$ cat src/rtl/arvi_pkg.sv
// Shared types and constants for the instruction fetch front end.
package arvi_pkg;

  typedef enum logic [1:0] {
    FETCH = 2'd0,
    FULL  = 2'd1,
    DRAIN = 2'd2,
    HALT  = 2'd3
  } fetch_state_t;

  localparam logic [31:0] NOP_INSTR = 32'h0000_0013;
  localparam logic [31:0] PC_STEP   = 32'd4;

endpackage

$ cat src/rtl/fetch_skid_buf.sv
// One-entry {instr, pc} holding slot behind the decoder output register.
module fetch_skid_buf
  import arvi_pkg::*;
#(
  parameter int unsigned XLEN = 32
) (
  input  logic            i_clk,
  input  logic            i_rstn,
  input  logic            i_flush,
  input  logic            i_push,
  input  logic            i_pop,
  input  logic [31:0]     i_instr,
  input  logic [XLEN-1:0] i_pc,
  output logic            o_full,
  output logic [31:0]     o_instr,
  output logic [XLEN-1:0] o_pc
);

  logic            full_q, full_d;
  logic [31:0]     instr_q, instr_d;
  logic [XLEN-1:0] pc_q, pc_d;

  // Flush beats push; a simultaneous push and pop refills the slot.
  always_comb begin
    full_d  = full_q;
    instr_d = instr_q;
    pc_d    = pc_q;
    if (i_flush) begin
      full_d = 1'b0;
    end else if (i_push) begin
      full_d  = 1'b1;
      instr_d = i_instr;
      pc_d    = i_pc;
    end else if (i_pop) begin
      full_d = 1'b0;
    end else begin
      full_d = full_q;
    end
  end

  // Buffer storage.
  always_ff @(posedge i_clk or negedge i_rstn) begin
    if (!i_rstn) begin
      full_q  <= 1'b0;
      instr_q <= NOP_INSTR;
      pc_q    <= {XLEN{1'b0}};
    end else begin
      full_q  <= full_d;
      instr_q <= instr_d;
      pc_q    <= pc_d;
    end
  end

  assign o_full  = full_q;
  assign o_instr = instr_q;
  assign o_pc    = pc_q;

endmodule

$ cat src/rtl/instr_fetch.sv
// Fetch unit: owns the PC, issues word reads, and presents a stall-safe
// instruction/PC pair to the decoder, with redirect and misalignment handling.
module instr_fetch
  import arvi_pkg::*;
#(
  parameter int unsigned     XLEN     = 32,
  parameter logic [XLEN-1:0] RESET_PC = 32'h8000_0000
) (
  input  logic            i_clk,
  input  logic            i_rstn,
  output logic            o_IF_req,
  output logic [XLEN-1:0] o_IF_addr,
  input  logic            i_IF_ack,
  input  logic [31:0]     i_IF_data,
  output logic [31:0]     o_Instr,
  output logic [XLEN-1:0] o_PC,
  output logic            o_valid,
  input  logic            i_Stall,
  input  logic            i_redirect,
  input  logic [XLEN-1:0] i_redirect_pc,
  output logic            o_Ex_misaligned
);

  fetch_state_t    state_q, state_d;
  logic            req_q, req_d;
  logic [XLEN-1:0] addr_q, addr_d;
  logic            valid_q, valid_d;
  logic [31:0]     instr_q, instr_d;
  logic [XLEN-1:0] pc_q, pc_d;
  logic            kill_q, kill_d;
  logic [XLEN-1:0] tgt_q, tgt_d;
  logic            tgt_halt_q, tgt_halt_d;
  logic            mis_q, mis_d;

  logic            ack_s, fetched_s, slot_free_s, misaligned_s, outstanding_s;
  logic            buf_full_s, buf_push_s, buf_pop_s, buf_flush_s;
  logic [31:0]     buf_instr_s;
  logic [XLEN-1:0] buf_pc_s;
  logic [1:0]      occ_s;

  assign ack_s         = req_q & i_IF_ack;
  assign fetched_s     = ack_s & ~kill_q;
  assign slot_free_s   = ~valid_q | ~i_Stall;
  assign misaligned_s  = (i_redirect_pc[1:0] != 2'b00);
  assign outstanding_s = req_q & ~i_IF_ack;

  fetch_skid_buf #(.XLEN(XLEN)) u_skid (
    .i_clk   (i_clk),
    .i_rstn  (i_rstn),
    .i_flush (buf_flush_s),
    .i_push  (buf_push_s),
    .i_pop   (buf_pop_s),
    .i_instr (i_IF_data),
    .i_pc    (addr_q),
    .o_full  (buf_full_s),
    .o_instr (buf_instr_s),
    .o_pc    (buf_pc_s)
  );

  // Next-state, bus and output-slot control.
  always_comb begin
    state_d     = state_q;
    req_d       = req_q;
    addr_d      = addr_q;
    valid_d     = valid_q;
    instr_d     = instr_q;
    pc_d        = pc_q;
    kill_d      = kill_q;
    tgt_d       = tgt_q;
    tgt_halt_d  = tgt_halt_q;
    mis_d       = 1'b0;
    buf_push_s  = 1'b0;
    buf_pop_s   = 1'b0;
    buf_flush_s = 1'b0;
    occ_s       = 2'd0;

    if (i_redirect) begin
      buf_flush_s = 1'b1;
      valid_d     = 1'b0;
      mis_d       = misaligned_s;
      // An unacked request must stay on the bus; its data is dropped later.
      if (outstanding_s) begin
        state_d    = DRAIN;
        kill_d     = 1'b1;
        tgt_d      = i_redirect_pc;
        tgt_halt_d = misaligned_s;
      end else if (misaligned_s) begin
        state_d = HALT;
        kill_d  = 1'b0;
        req_d   = 1'b0;
      end else begin
        state_d = FETCH;
        kill_d  = 1'b0;
        req_d   = 1'b1;
        addr_d  = i_redirect_pc;
      end
    end else begin
      case (state_q)
        FETCH, FULL: begin
          buf_pop_s  = slot_free_s & buf_full_s;
          buf_push_s = fetched_s & (~slot_free_s | buf_full_s);
          if (slot_free_s) begin
            valid_d = buf_full_s | fetched_s;
            if (buf_full_s) begin
              instr_d = buf_instr_s;
              pc_d    = buf_pc_s;
            end else if (fetched_s) begin
              instr_d = i_IF_data;
              pc_d    = addr_q;
            end else begin
              instr_d = instr_q;
              pc_d    = pc_q;
            end
          end else begin
            valid_d = valid_q;
          end
          // Request only if output+buffer still has room after this cycle.
          occ_s   = {1'b0, valid_d} + {1'b0, buf_push_s | (buf_full_s & ~buf_pop_s)};
          req_d   = outstanding_s | (occ_s != 2'd2);
          addr_d  = ack_s ? (addr_q + XLEN'(PC_STEP)) : addr_q;
          state_d = req_d ? FETCH : FULL;
        end
        DRAIN: begin
          if (ack_s) begin
            kill_d = 1'b0;
            if (tgt_halt_q) begin
              state_d = HALT;
              req_d   = 1'b0;
            end else begin
              state_d = FETCH;
              req_d   = 1'b1;
              addr_d  = tgt_q;
            end
          end else begin
            state_d = DRAIN;
          end
        end
        HALT: begin
          state_d = HALT;
          req_d   = 1'b0;
        end
        default: begin
          state_d = FETCH;
          req_d   = 1'b0;
        end
      endcase
    end
  end

  // State and output registers.
  always_ff @(posedge i_clk or negedge i_rstn) begin
    if (!i_rstn) begin
      state_q    <= FETCH;
      req_q      <= 1'b0;
      addr_q     <= RESET_PC;
      valid_q    <= 1'b0;
      instr_q    <= NOP_INSTR;
      pc_q       <= RESET_PC;
      kill_q     <= 1'b0;
      tgt_q      <= RESET_PC;
      tgt_halt_q <= 1'b0;
      mis_q      <= 1'b0;
    end else begin
      state_q    <= state_d;
      req_q      <= req_d;
      addr_q     <= addr_d;
      valid_q    <= valid_d;
      instr_q    <= instr_d;
      pc_q       <= pc_d;
      kill_q     <= kill_d;
      tgt_q      <= tgt_d;
      tgt_halt_q <= tgt_halt_d;
      mis_q      <= mis_d;
    end
  end

  assign o_IF_req        = req_q;
  assign o_IF_addr       = addr_q;
  assign o_valid         = valid_q;
  assign o_Instr         = instr_q;
  assign o_PC            = pc_q;
  assign o_Ex_misaligned = mis_q;

endmodule

$ cat config.mk
export PLATFORM = sky130hd
export DESIGN_NAME = instr_fetch
export DESIGN_NICKNAME = d
export VERILOG_FILES = /design/src/rtl/arvi_pkg.sv /design/src/rtl/fetch_skid_buf.sv /design/src/rtl/instr_fetch.sv
export SDC_FILE = /design/constraint.sdc
export NUM_CORES = 1
export LEC_CHECK = 0
export BUFFER_PORTS_ARGS = -buffer_cell sky130_fd_sc_hd__buf_2
export CAP_MARGIN = 40
export CORE_MARGIN = 3
export CORE_UTILIZATION = 56
export DETAILED_ROUTE_END_ITERATION = 16
export PLACE_DENSITY = 0.8
export SKIP_LAST_GASP = 1
export SYNTH_ARGS = -nofsm -noshare
export SYNTH_HDL_FRONTEND = slang
export SYNTH_HIERARCHICAL = 1
export SYNTH_SLANG_ARGS = --single-unit
$ cat constraint.sdc
create_clock -name i_clk -period 2.5 [get_ports i_clk]
set_input_delay 0.5 -clock i_clk [delete_from_list [all_inputs] [get_ports i_clk]]
set_output_delay 0.5 -clock i_clk [all_outputs]
set_load 0.01 [all_outputs]
# Word-level counts from Yosys, hierarchy flattened

Cells that the tools add are included.

Add/sub/neg operators: 2
Equal/unequal tests: 9
Multiplexer cells: 42
Bitwise gates (word level): 19
Reductions and logical operators: 15

Operators with widths:

| cell                                                            | number |
|---|---|
| 32-bit two-way mux                                              | 10 |
| 32-bit one-hot mux with 2 select lines                          | 1 |
| 32-bit by 3-bit adder with 32-bit output, second input constant | 1 |
| 1-bit two-way mux                                               | 24 |
| 2-bit two-way mux                                               | 5 |
| 2-bit nonzero test                                              | 5 |
| 3-bit != test, second input constant                            | 3 |
| 1-bit inverter                                                  | 8 |
| 2-bit AND reduction                                             | 4 |
| 1-bit bitwise AND                                               | 6 |
| 2-bit != test, second input constant                            | 3 |
| 2-bit one-hot mux with 3 select lines                           | 1 |
| 6-bit AND reduction                                             | 1 |
| 3-bit nonzero test                                              | 2 |
| 1-bit OR                                                        | 5 |
| 2-bit == test, second input constant                            | 2 |
| 4-bit AND reduction                                             | 1 |
| 1-bit one-hot mux with 3 select lines                           | 1 |
| 1-bit by 1-bit adder with 2-bit output                          | 1 |
| 2-bit by 1-bit == test with 1-bit output, second input constant | 1 |
| 2-bit zero test                                                 | 1 |
| 2-bit OR reduction                                              | 1 |

Register bits after elaboration: 200
Input bits: 69
Output and inout port bits: 99
Logic and storage cells: 100

# Depth between registers and ports, before layout

Gate-level depths: netlist (run 1).

Word-level depth: 12
Gate-level depth with buffers: 8

# Cells and area by module

The synthesis (run 1) kept the hierarchy.

Modules (own cells, without submodules):

| module         | instances | cells each | area each (sq um) |
|---|---|---|---|
| instr_fetch    | 1         | 715        | 6962.9 |
| fetch_skid_buf | 1         | 140        | 2745.1 |

# Least setup slack after synthesis (run 1)

No wires, ideal clock.

Path kind: input -> register
From: in i_redirect
To: reg u_skid.instr_q[10], in the netlist u_skid/o_instr[10]
Setup time: 0.125 ns
Arrival: 2.123 ns
Required time: 2.375 ns
Slack: 0.252 ns
Cell stages on the path: 8
Buffers on the path: 4
Cells stage by stage: buf_2 or3_1 clkbuf_1 nor3_1 nor2b_4 buf_12 buf_12 mux2_4

Elaborated cells on any way between the ends: 4
Those cells by class: mux (2); bitwise (1); reduce/logical (1)

RTL lines:

| element                              | RTL line             | text |
|---|---|---|
| start, declared                      | instr_fetch.sv:19    | `input logic i_redirect,` |
| 1-bit two-way mux                    | instr_fetch.sv:77    | `if (i_redirect) begin` |
| via buf_push_s                       | instr_fetch.sv:36    | `logic buf_full_s, buf_push_s, buf_pop_s, buf_flush_s;` |
| 2-bit AND reduction (no source line) | n/a                  |  |
| end signal, assigned                 | fetch_skid_buf.sv:49 | `instr_q <= instr_d;` |
| end, declared                        | fetch_skid_buf.sv:20 | `logic [31:0] instr_q, instr_d;` |

The timed path passes the listed nets, and every way through them passes these cells.
A chain may end at the register's enable or synchronous reset.

# Worst setup path in the final report (run 1)

From: reg req_q, in the netlist o_IF_req
To: reg u_skid.instr_q[28], in the netlist u_skid/o_instr[28]

Cells in the longest elaborated chain, start to end: 6

RTL lines:

| element                              | RTL line           | text |
|---|---|---|
| start, declared                      | instr_fetch.sv:25  | `logic req_q, req_d;` |
| start signal, assigned               | instr_fetch.sv:165 | `req_q <= req_d;` |
| 1-bit bitwise AND                    | instr_fetch.sv:41  | `assign ack_s = req_q & i_IF_ack;` |
| 1-bit bitwise AND                    | instr_fetch.sv:42  | `assign fetched_s = ack_s & ~kill_q;` |
| 1-bit bitwise AND                    | instr_fetch.sv:101 | `buf_push_s = fetched_s & (~slot_free_s \| buf_full_s);` |
| 1-bit two-way mux                    | instr_fetch.sv:98  | `case (state_q)` |
| 1-bit two-way mux                    | instr_fetch.sv:77  |  |
| via buf_push_s                       | instr_fetch.sv:36  |  |
| 2-bit AND reduction (no source line) | n/a                |  |

The timed path passes the listed nets, and every way through them passes these cells.

==> results of run 1 <==
Yosys cell counts (3+ instances only):
cell and n:
sky130_fd_sc_hd__and2_1 5, sky130_fd_sc_hd__xor2_1 4, sky130_fd_sc_hd__and3_1 16, sky130_fd_sc_hd__a311oi_1 4, sky130_fd_sc_hd__a31oi_1 9, sky130_fd_sc_hd__nand3_2 3, sky130_fd_sc_hd__nand2b_1 8, sky130_fd_sc_hd__dfstp_2 9
sky130_fd_sc_hd__a211oi_1 5, sky130_fd_sc_hd__inv_1 11, sky130_fd_sc_hd__nor3_1 11, sky130_fd_sc_hd__a21oi_1 29, sky130_fd_sc_hd__nor4_1 4, sky130_fd_sc_hd__mux2_2 36, sky130_fd_sc_hd__a32oi_1 4, sky130_fd_sc_hd__nand3_1 21
sky130_fd_sc_hd__xnor2_1 3, sky130_fd_sc_hd__o21ai_0 102, sky130_fd_sc_hd__dfrtp_1 191, sky130_fd_sc_hd__mux2_4 60, sky130_fd_sc_hd__mux2i_1 66, sky130_fd_sc_hd__o2bb2ai_1 4, sky130_fd_sc_hd__a41oi_1 3, sky130_fd_sc_hd__nor2_1 23
sky130_fd_sc_hd__buf_12 7, sky130_fd_sc_hd__buf_1 8, sky130_fd_sc_hd__nand2_1 105, sky130_fd_sc_hd__buf_2 16, sky130_fd_sc_hd__o21ai_1 6, sky130_fd_sc_hd__nand4_1 7, sky130_fd_sc_hd__nor4_2 4, sky130_fd_sc_hd__clkbuf_1 28
sky130_fd_sc_hd__a221oi_1 4
layout make-up:
type	count	area, µm²
Inverter	11	41.3
Clock buffer	20	447
Sequential cell	200	5020
Multi-Input combinational cell	584	4290
Timing Repair Buffer	201	1220
Fill cell	1323	5370
Tap cell	220	275
Clock inverter	12	91.3
stage by stage:
| step | cell area (µm²) | cells | power [mW] | setup WS [ns] | hold WS (ns) |
|---|---|---|---|---|---|
| detailed placement | 10800 | 1216 | 8.49 | 0.161 | 0.464 |
| floorplan | 9710 | 855 | 6.82 | 0.252 | 0.204 |
| finish | 11400 | 1248 | 11.0 | 0.259 | 0.0942 |
| global route | 11400 | 1248 | 11.7 | 0.0934 | 0.130 |
| CTS | 11400 | 1248 | 11.1 | 0.283 | 0.113 |
| global placement | 10800 | 1216 | 8.31 | 0.201 | 0.455 |
worst max-delay path, stage by stage, from the launching register on:
cell	delay (ns)
sky130_fd_sc_hd__dfrtp_1	0.47
sky130_fd_sc_hd__nand2_1	0.10
sky130_fd_sc_hd__or3_1	0.35
sky130_fd_sc_hd__nor3_1	0.23
sky130_fd_sc_hd__nor2b_4	0.33
sky130_fd_sc_hd__buf_12	0.27
sky130_fd_sc_hd__mux2_2	0.36
worst max path at each step:
stage,start,end,cells after the start
2_1_floorplan,i_redirect,u_skid/o_instr[10],8
3_3_place_gp,i_IF_ack,u_skid/o_instr[27],7
3_5_place_dp,i_IF_ack,u_skid/o_instr[28],7
4_1_cts,o_IF_req,u_skid/o_instr[28],6
5_1_grt,o_IF_req,u_skid/o_instr[27],6
6_report,o_IF_req,u_skid/o_instr[28],6
metal layers:
metal | share of wire | vias to the layer above | routed length (µm)
met5 | 0 | - | 0
met4 | 0.018 | 0 | 433
met3 | 0.078 | 41 | 1860
met2 | 0.46 | 317 | 11000
met1 | 0.44 | 3530 | 10500
li1 | - | 3387 | -
cells by family (layout without fill, tap and decap cells):
| logic type | after synthesis | in the layout |
|---|---|---|
| flops | 200 | 200 |
| simple gates | 224 | 224 |
| mux | 162 | 162 |
| fa+ha+maj | 1 | 1 |
| buf+inv | 71 | 244 |
| xor+xnor | 7 | 7 |
| compound gates | 190 | 190 |
flip-flops by register name, indices dropped and copies added (netlist names):
register,count
o_IF_req,1
o_Instr,32
tgt_halt_q,1
o_IF_addr,32
u_skid/o_pc,32
o_PC,32
o_Ex_misaligned,1
kill_q,1
u_skid/o_instr,32
u_skid/o_full,1
o_valid,1
tgt_q,32
state_q,2
report_power, final:
| group | internal [mW] | switching (mW) | total [mW] |
|---|---|---|---|
| combinational | 1.44 | 1.87 | 3.32 |
| sequential | 4.24 | 0.890 | 5.13 |
| clock | 1.32 | 1.24 | 2.55 |
| total | 7.00 | 4.00 | 11.0 |
==> flow_summary.html, run 1 <==
<table>
<tr><th>Metric</th><th>Value</th></tr>
<tr><th colspan="2">STA</th></tr>
<tr><td>Tightest slew margin relative to the limit</td><td>0.578</td></tr>
<tr><td>Worst Clk Skew</td><td>0.0111 ns</td></tr>
<tr><td>Actual slew at the worst max-slew pin</td><td>0.633 ns</td></tr>
<tr><td>Final critical path time including I/O delays and setup</td><td>2.24 ns</td></tr>
<tr><td>Final worst path period share</td><td>0.896</td></tr>
<tr><td>Endpoints failing hold</td><td>0</td></tr>
<tr><td>Max-slew violation count</td><td>0</td></tr>
<tr><td>Highest clock rate</td><td>0.446 GHz</td></tr>
<tr><td>Setup TNS after final layout</td><td>0 ns</td></tr>
<tr><td>RSZ-0062 raised after global routing</td><td>no</td></tr>
<tr><td>Number of setup violations in the final report</td><td>0</td></tr>
<tr><th colspan="2">Final layout</th></tr>
<tr><td>Number of diodes</td><td>0</td></tr>
<tr><td>Area Growth Syn to Fin</td><td>17.3%</td></tr>
<tr><td>Fraction of the core area covered by cells at the end of the flow</td><td>0.679</td></tr>
<tr><td>Final net count</td><td>1085</td></tr>
<tr><td>Leading cell type in the layout, fill and taps excluded</td><td>sky130_fd_sc_hd__dfrtp_1</td></tr>
<tr><td>Most used cells in the layout excluding fill and tap cells</td><td>sky130_fd_sc_hd__dfrtp_1 (190), sky130_fd_sc_hd__buf_2 (166), sky130_fd_sc_hd__nand2_1 (105)</td></tr>
<tr><td>Fraction of final layout cells with drive strength greater than 1</td><td>0.344</td></tr>
<tr><th colspan="2">Logic synthesis</th></tr>
<tr><td>Synthesis Warnings</td><td>6</td></tr>
<tr><td>Main combinational cell family by area after synthesis</td><td>multiplexers</td></tr>
<tr><td>Cell count after synthesis</td><td>855</td></tr>
<tr><td>Proportion of register bits with asynchronous set or reset after synthesis</td><td>1.00</td></tr>
<tr><td>Mean area per synthesized cell</td><td>11.4 µm²</td></tr>
<tr><td>Most area-consuming cells after synthesis</td><td>sky130_fd_sc_hd__dfrtp_1 (49%), sky130_fd_sc_hd__mux2_4 (9.3%), sky130_fd_sc_hd__mux2i_1 (6.8%)</td></tr>
<tr><td>Share of synthesized cell area in full adder, half adder and majority cells</td><td>0.00129</td></tr>
<tr><td>Predominant post-synthesis flop cell</td><td>sky130_fd_sc_hd__dfrtp_1</td></tr>
<tr><td>Number of flops mapped to enable cells by yosys</td><td>0</td></tr>
<tr><td>Synthesized Nets</td><td>925</td></tr>
<tr><td>Area share of the leading cell type in the synthesized netlist</td><td>0.492</td></tr>
<tr><td>Netlist cell types</td><td>62</td></tr>
<tr><td>Synthesis-stage register bit count</td><td>200</td></tr>
<tr><td>Fraction of the mapped netlist area in simple logic gates</td><td>0.116</td></tr>
<tr><td>Fraction of synthesized cell area in xor and xnor cells</td><td>0.00632</td></tr>
<tr><td>Post-Synthesis Cell Area</td><td>9710 µm²</td></tr>
<tr><td>Area fraction in compound gates after synthesis</td><td>0.115</td></tr>
<tr><td>Cell taking the most area after synthesis</td><td>sky130_fd_sc_hd__dfrtp_1</td></tr>
<tr><td>Sequential element share of the synthesized area</td><td>0.517</td></tr>
<tr><td>Share of synthesized area spent on multiplexers</td><td>0.203</td></tr>
<tr><th colspan="2">Global routing</th></tr>
<tr><td>Maximum number of pins on one net before global-route repair</td><td>129</td></tr>
<tr><td>Met2 Use GR</td><td>0.387</td></tr>
<tr><td>Met1 Track Usage GR</td><td>0.363</td></tr>
<tr><td>Met3 usage in global routing</td><td>0.0475</td></tr>
<tr><td>Initial antenna violation count</td><td>0</td></tr>
<tr><td>Gr busiest metal</td><td>met2</td></tr>
<tr><td>Aggregate global-route resource usage</td><td>0.252</td></tr>
<tr><td>First-pass GRT wire length</td><td>37300 µm</td></tr>
<tr><td>Global route overflow</td><td>0</td></tr>
<tr><td>Via count of the first global-routing pass</td><td>7075</td></tr>
<tr><th colspan="2">Detailed routing</th></tr>
<tr><td>Iteration-0 DRC Markers</td><td>607</td></tr>
<tr><td>Number of detailed-routing iterations run before antenna repair</td><td>8</td></tr>
<tr><td>Vias post-DR</td><td>7275</td></tr>
<tr><td>Drt wl/cell</td><td>19.0 µm</td></tr>
<tr><td>Count of antenna-violating nets left after detailed routing</td><td>0</td></tr>
<tr><td>Aggregate routed wire length</td><td>23700 µm</td></tr>
<tr><td>Mean number of vias per cell</td><td>5.83</td></tr>
<tr><td>Residual DRC</td><td>0</td></tr>
<tr><th colspan="2">Placed design</th></tr>
<tr><td>Buffers added on ports</td><td>167</td></tr>
<tr><td>Routability congestion estimate</td><td>0.941</td></tr>
<tr><td>HPWL Detailed</td><td>16400 µm</td></tr>
<tr><th colspan="2">Setup path</th></tr>
<tr><td>Setup slack on the worst flop-to-flop path</td><td>0.26 ns</td></tr>
<tr><td>Worst reg-to-reg path cell count</td><td>6</td></tr>
<tr><td>Worst flop-to-flop path startpoint</td><td>o_IF_req</td></tr>
<tr><td>Kind of critical path</td><td>reg -&gt; reg</td></tr>
<tr><td>Highest fanout seen on the critical path</td><td>29</td></tr>
<tr><td>Worst reg2reg endpoint</td><td>u_skid/o_instr[28]</td></tr>
<tr><td>WP data arrival</td><td>2.55 ns</td></tr>
<tr><td>Critical path launch point type</td><td>register</td></tr>
<tr><td>Crit path required time</td><td>2.81 ns</td></tr>
<tr><td>Crit path capture type</td><td>register</td></tr>
<tr><th colspan="2">Floorplanning</th></tr>
<tr><td>Number of ports placed on the die boundary</td><td>168</td></tr>
<tr><td>Effective utilization at floorplan</td><td>0.579</td></tr>
<tr><td>Number of cell rows</td><td>47</td></tr>
<tr><td>Die width</td><td>138 µm</td></tr>
<tr><td>Die area</td><td>19000 µm²</td></tr>
<tr><td>Chip Height</td><td>138 µm</td></tr>
<tr><td>Core footprint</td><td>16800 µm²</td></tr>
<tr><th colspan="2">Clock network</th></tr>
<tr><td>Number of levels the H-tree was split into</td><td>4</td></tr>
<tr><td>Number of resized instances in the post-cts repair step</td><td>0</td></tr>
<tr><td>Root buffer cell</td><td>sky130_fd_sc_hd__clkbuf_16</td></tr>
<tr><td>Clk slew on worst S/H paths</td><td>0.07 ns</td></tr>
<tr><td>Quantity of hold-fixing buffers added after cts</td><td>0</td></tr>
<tr><td>Bufs on Longest Clock Path</td><td>2</td></tr>
<tr><td>Clock latency of the later-clocked register in the worst-skew pair</td><td>0.43 ns</td></tr>
<tr><td>Post-CTS setup buffer count</td><td>0</td></tr>
<tr><td>Number of sinks handled by clock tree synthesis</td><td>200</td></tr>
<tr><td>Number of buffers added by the clock tree synthesis step</td><td>17</td></tr>
<tr><td>CTS tree</td><td>yes</td></tr>
<tr><th colspan="2">Run</th></tr>
<tr><td>Maxcap violations</td><td>0</td></tr>
<tr><th colspan="2">Worst hold path</th></tr>
<tr><td>Path category of the worst min-delay check</td><td>in -&gt; async</td></tr>
<tr><th colspan="2">Power and ir drop</th></tr>
<tr><td>Cell area power density</td><td>966 nW/µm²</td></tr>
<tr><td>Maximum VDD drop</td><td>0.583 mV</td></tr>
<tr><td>Standby leakage power</td><td>5.24 nW</td></tr>
<tr><th colspan="2">Run status</th></tr>
<tr><td>Outcome</td><td>complete, no violations</td></tr>
</table>
No activity file was read; power rests on OpenSTA's default activity.
==> run 2: changes to the inputs <==
- ABC_AREA: unset -> 1
==> run 2 against run 1 <==
  * Utilization down 0.91 points
  * Final cell count is 31% higher
  * Synthesized area rose by 1.9%
  * Flip-flop and latch count is the same
  * Final area shrank 0.31%
  * Count of clock-buffer cells in the layout shrank 1
  * Critical path type unchanged
  * Power is 9.6% higher
  * First-iteration DRC count up 17%
  * Register-to-register slack gained 0.40 ns
==> flow_summary.html, run 2 <==
<table>
<tr><th>Metric</th><th>Value</th></tr>
<tr><th colspan="2">Run status</th></tr>
<tr><td>Outcome</td><td>complete, no violations</td></tr>
<tr><th colspan="2">Power and ir drop</th></tr>
<tr><td>Reported net switching power</td><td>4.59 mW</td></tr>
<tr><td>Maximum VDD drop</td><td>0.605 mV</td></tr>
<tr><td>Clock group share of total power</td><td>0.237</td></tr>
<tr><td>Net Sw Frac</td><td>0.381</td></tr>
<tr><td>Combinational cell fraction of total power</td><td>0.313</td></tr>
<tr><td>Proportion of power drawn by flip-flops and latches</td><td>0.450</td></tr>
<tr><td>Internal power summed over all cells</td><td>7.46 mW</td></tr>
<tr><td>Cell area power density</td><td>1060 nW/µm²</td></tr>
<tr><td>Standby leakage power</td><td>5.84 nW</td></tr>
<tr><th colspan="2">STA</th></tr>
<tr><td>Max-slew violation count</td><td>0</td></tr>
<tr><td>Worst Clk Skew</td><td>0.00979 ns</td></tr>
<tr><td>Highest clock rate</td><td>0.544 GHz</td></tr>
<tr><td>RSZ-0062 raised after global routing</td><td>no</td></tr>
<tr><td>Actual slew at the worst max-slew pin</td><td>0.723 ns</td></tr>
<tr><td>Tightest slew margin relative to the limit</td><td>0.518</td></tr>
<tr><td>Setup TNS after final layout</td><td>0 ns</td></tr>
<tr><td>Smallest setup slack after layout</td><td>0.663 ns</td></tr>
<tr><td>Final critical path time including I/O delays and setup</td><td>1.84 ns</td></tr>
<tr><td>Endpoints failing hold</td><td>0</td></tr>
<tr><td>Final worst path period share</td><td>0.735</td></tr>
<tr><td>Number of setup violations in the final report</td><td>0</td></tr>
<tr><td>Hold slack final</td><td>0.0347 ns</td></tr>
<tr><th colspan="2">Setup path</th></tr>
<tr><td>Max stage delay on crit path</td><td>0.51 ns</td></tr>
<tr><td>Highest fanout seen on the critical path</td><td>7</td></tr>
<tr><td>Crit path buf inv count</td><td>0</td></tr>
<tr><td>WP data arrival</td><td>2.16 ns</td></tr>
<tr><td>Cell repeated most along the worst path</td><td>sky130_fd_sc_hd__nand2_1</td></tr>
<tr><td>Max stage delay cell, worst path</td><td>sky130_fd_sc_hd__dfrtp_1</td></tr>
<tr><td>Crit path required time</td><td>2.82 ns</td></tr>
<tr><td>Family with the most delay on the worst path</td><td>simple AND/OR/NAND/NOR gates</td></tr>
<tr><td>Kind of critical path</td><td>reg -&gt; reg</td></tr>
<tr><td>Crit path capture type</td><td>register</td></tr>
<tr><td>Cell-by-cell trace of the critical path</td><td>ha_1, nand2_1, nor2_2, nand2_2, nor2_4, nand3_1, nand3_1, nand2_1, nand2_1, nand2_1</td></tr>
<tr><td>Critical path launch point type</td><td>register</td></tr>
<tr><th colspan="2">Logic synthesis</th></tr>
<tr><td>Top cell types by occurrence after synthesis</td><td>sky130_fd_sc_hd__nand2_1 (496), sky130_fd_sc_hd__dfrtp_1 (191), sky130_fd_sc_hd__nand3_1 (117), sky130_fd_sc_hd__nor2_1 (108), sky130_fd_sc_hd__a31oi_1 (65)</td></tr>
<tr><td>Proportion of register bits with asynchronous set or reset after synthesis</td><td>1.00</td></tr>
<tr><td>Number of flops mapped to enable cells by yosys</td><td>0</td></tr>
<tr><td>Synthesis Warnings</td><td>6</td></tr>
<tr><td>Netlist cell types</td><td>34</td></tr>
<tr><td>Most area-consuming cells after synthesis</td><td>sky130_fd_sc_hd__dfrtp_1 (48%), sky130_fd_sc_hd__nand2_1 (19%), sky130_fd_sc_hd__nand3_1 (5.9%)</td></tr>
<tr><td>Cell taking the most area after synthesis</td><td>sky130_fd_sc_hd__dfrtp_1</td></tr>
<tr><td>Synthesized Nets</td><td>1341</td></tr>
<tr><td>Sequential element share of the synthesized area</td><td>0.507</td></tr>
<tr><td>Post-Synthesis Cell Area</td><td>9890 µm²</td></tr>
<tr><td>Area share of the leading cell type in the synthesized netlist</td><td>0.483</td></tr>
<tr><td>Predominant post-synthesis flop cell</td><td>sky130_fd_sc_hd__dfrtp_1</td></tr>
<tr><td>Cell count after synthesis</td><td>1271</td></tr>
<tr><td>Synthesis-stage register bit count</td><td>200</td></tr>
<tr><td>Dominant cell by count in the synthesized netlist</td><td>sky130_fd_sc_hd__nand2_1</td></tr>
<tr><td>Mean area per synthesized cell</td><td>7.78 µm²</td></tr>
<tr><th colspan="2">Clock network</th></tr>
<tr><td>Root buffer cell</td><td>sky130_fd_sc_hd__clkbuf_16</td></tr>
<tr><td>Number of resized instances in the post-cts repair step</td><td>0</td></tr>
<tr><td>Quantity of hold-fixing buffers added after cts</td><td>0</td></tr>
<tr><td>Number of buffers added by the clock tree synthesis step</td><td>17</td></tr>
<tr><td>Bufs on Longest Clock Path</td><td>2</td></tr>
<tr><td>CTS tree</td><td>yes</td></tr>
<tr><td>Number of sinks handled by clock tree synthesis</td><td>200</td></tr>
<tr><td>Post-CTS setup buffer count</td><td>0</td></tr>
<tr><td>Clock latency of the later-clocked register in the worst-skew pair</td><td>0.44 ns</td></tr>
<tr><td>Clk slew on worst S/H paths</td><td>0.07 ns</td></tr>
<tr><td>Number of levels the H-tree was split into</td><td>4</td></tr>
<tr><th colspan="2">Floorplanning</th></tr>
<tr><td>Effective utilization at floorplan</td><td>0.584</td></tr>
<tr><td>Core footprint</td><td>16900 µm²</td></tr>
<tr><td>Die width</td><td>139 µm</td></tr>
<tr><td>Chip Height</td><td>139 µm</td></tr>
<tr><td>Number of cell rows</td><td>47</td></tr>
<tr><td>Die area</td><td>19300 µm²</td></tr>
<tr><td>Number of ports placed on the die boundary</td><td>168</td></tr>
<tr><th colspan="2">Detailed routing</th></tr>
<tr><td>Number of detailed-routing iterations run before antenna repair</td><td>6</td></tr>
<tr><td>Count of antenna-violating nets left after detailed routing</td><td>0</td></tr>
<tr><td>Mean number of vias per cell</td><td>5.50</td></tr>
<tr><td>Vias post-DR</td><td>8984</td></tr>
<tr><td>Aggregate routed wire length</td><td>24800 µm</td></tr>
<tr><td>Iteration-0 DRC Markers</td><td>709</td></tr>
<tr><td>Drt wl/cell</td><td>15.2 µm</td></tr>
<tr><td>Residual DRC</td><td>0</td></tr>
<tr><th colspan="2">Final layout</th></tr>
<tr><td>Fraction of final layout cells with drive strength greater than 1</td><td>0.193</td></tr>
<tr><td>Number of diodes</td><td>0</td></tr>
<tr><td>Filler cell count</td><td>1428</td></tr>
<tr><td>Leading cell type in the layout, fill and taps excluded</td><td>sky130_fd_sc_hd__nand2_1</td></tr>
<tr><td>Final net count</td><td>1471</td></tr>
<tr><td>Seq. cell area</td><td>5020 µm²</td></tr>
<tr><td>Most used cells in the layout excluding fill and tap cells</td><td>sky130_fd_sc_hd__nand2_1 (496), sky130_fd_sc_hd__dfrtp_1 (190), sky130_fd_sc_hd__buf_2 (166)</td></tr>
<tr><td>Area Growth Syn to Fin</td><td>14.8%</td></tr>
<tr><td>Area occupied by multi-input gates</td><td>4150 µm²</td></tr>
<tr><th colspan="2">Placed design</th></tr>
<tr><td>Buffers added on ports</td><td>167</td></tr>
<tr><td>Pre-CTS setup slack</td><td>0.537 ns</td></tr>
<tr><td>Routability congestion estimate</td><td>0.897</td></tr>
<tr><td>HPWL Detailed</td><td>16300 µm</td></tr>
<tr><th colspan="2">Global routing</th></tr>
<tr><td>Aggregate global-route resource usage</td><td>0.256</td></tr>
<tr><td>Via count of the first global-routing pass</td><td>8279</td></tr>
<tr><td>First-pass GRT wire length</td><td>41200 µm</td></tr>
<tr><td>Maximum number of pins on one net before global-route repair</td><td>129</td></tr>
<tr><td>Initial antenna violation count</td><td>0</td></tr>
<tr><td>Global route overflow</td><td>0</td></tr>
<tr><th colspan="2">Worst hold path</th></tr>
<tr><td>Path category of the worst min-delay check</td><td>in -&gt; async</td></tr>
<tr><th colspan="2">Run</th></tr>
<tr><td>Maxcap violations</td><td>0</td></tr>
</table>
run 2: changes by cell type in the layout (fill, tap and decap cells not counted), moves of 16 or more:
cell	previous run	this run
sky130_fd_sc_hd__a31oi_1	9	65
sky130_fd_sc_hd__inv_1	11	62
sky130_fd_sc_hd__mux2i_1	66	0
sky130_fd_sc_hd__and3_1	16	0
sky130_fd_sc_hd__nand3_1	21	117
sky130_fd_sc_hd__mux2_4	60	0
sky130_fd_sc_hd__o21ai_0	102	31
sky130_fd_sc_hd__mux2_2	36	0
sky130_fd_sc_hd__nand2_1	105	496
sky130_fd_sc_hd__nor2_1	23	108
sky130_fd_sc_hd__nand2_2	1	27
run 2: path summary, 6_finish.rpt:
| kind | slack (ns) | depth (start not counted) | to | from |
|---|---|---|---|---|
| min in group i_clk | 0.28 | 3 | tgt_q[7] | i_redirect_pc[7] |
| worst max-delay path | 0.66 | 10 | o_IF_addr[22] | o_IF_addr[3] |
| worst min-delay path | 0.03 | 1 | o_Instr[22] | i_rstn |
| worst max register to register | 0.66 | 10 | o_IF_addr[22] | o_IF_addr[3] |
| max in group asynchronous | 1.68 | 2 | o_Instr[0] | i_rstn |
| worst min register to register | 0.46 | 2 | u_skid/o_instr[0] | u_skid/o_instr[0] |
run 2: power groups by stage:
stage	clock [mW]	combinational [mW]	sequential, mW
after global routing	3.02	4.21	5.59
after detailed placement	0	3.76	5.46
after global placement	0	3.66	5.43
after floorplan	0	2.05	5.55
final	2.86	3.77	5.43
after CTS	2.88	3.78	5.40
run 2: layout make-up:
class / instances / share of cell area
timing repair buffer: 185 / 0.0929
multi-input combinational: 929 / 0.365
inverter: 68 / 0.0225
clock buffer: 19 / 0.0381
clock inverter: 13 / 0.0148
sequential: 200 / 0.442
tap: 220 / 0.0242
run 2: logic make-up after synthesis:
group,after synthesis,synth area share
flops,200,0.507
simple gates,766,0.321
xor+xnor,1,0.000886
fa+ha+maj,1,0.00126
compound gates,161,0.0954
buf+inv,142,0.0743
run 2: routing by layer:
metal  track usage  up-vias  part of all wire
li1              -     4338                 -
met1         0.378     4236              0.45
met2         0.397      384              0.46
met3        0.0455       26             0.078
met4        0.0649        0             0.014
met5             0        -                 0
run 2: metrics by stage:
step                instance area [µm²]  cells  power, mW  utilization
floorplan                          9890   1271       7.59            -
global placement                  10800   1602       9.08        0.635
detailed placement                10800   1602       9.22        0.635
CTS                               11400   1634       12.1        0.670
global route                      11400   1634       12.8        0.670
finish                            11400   1634       12.1        0.670
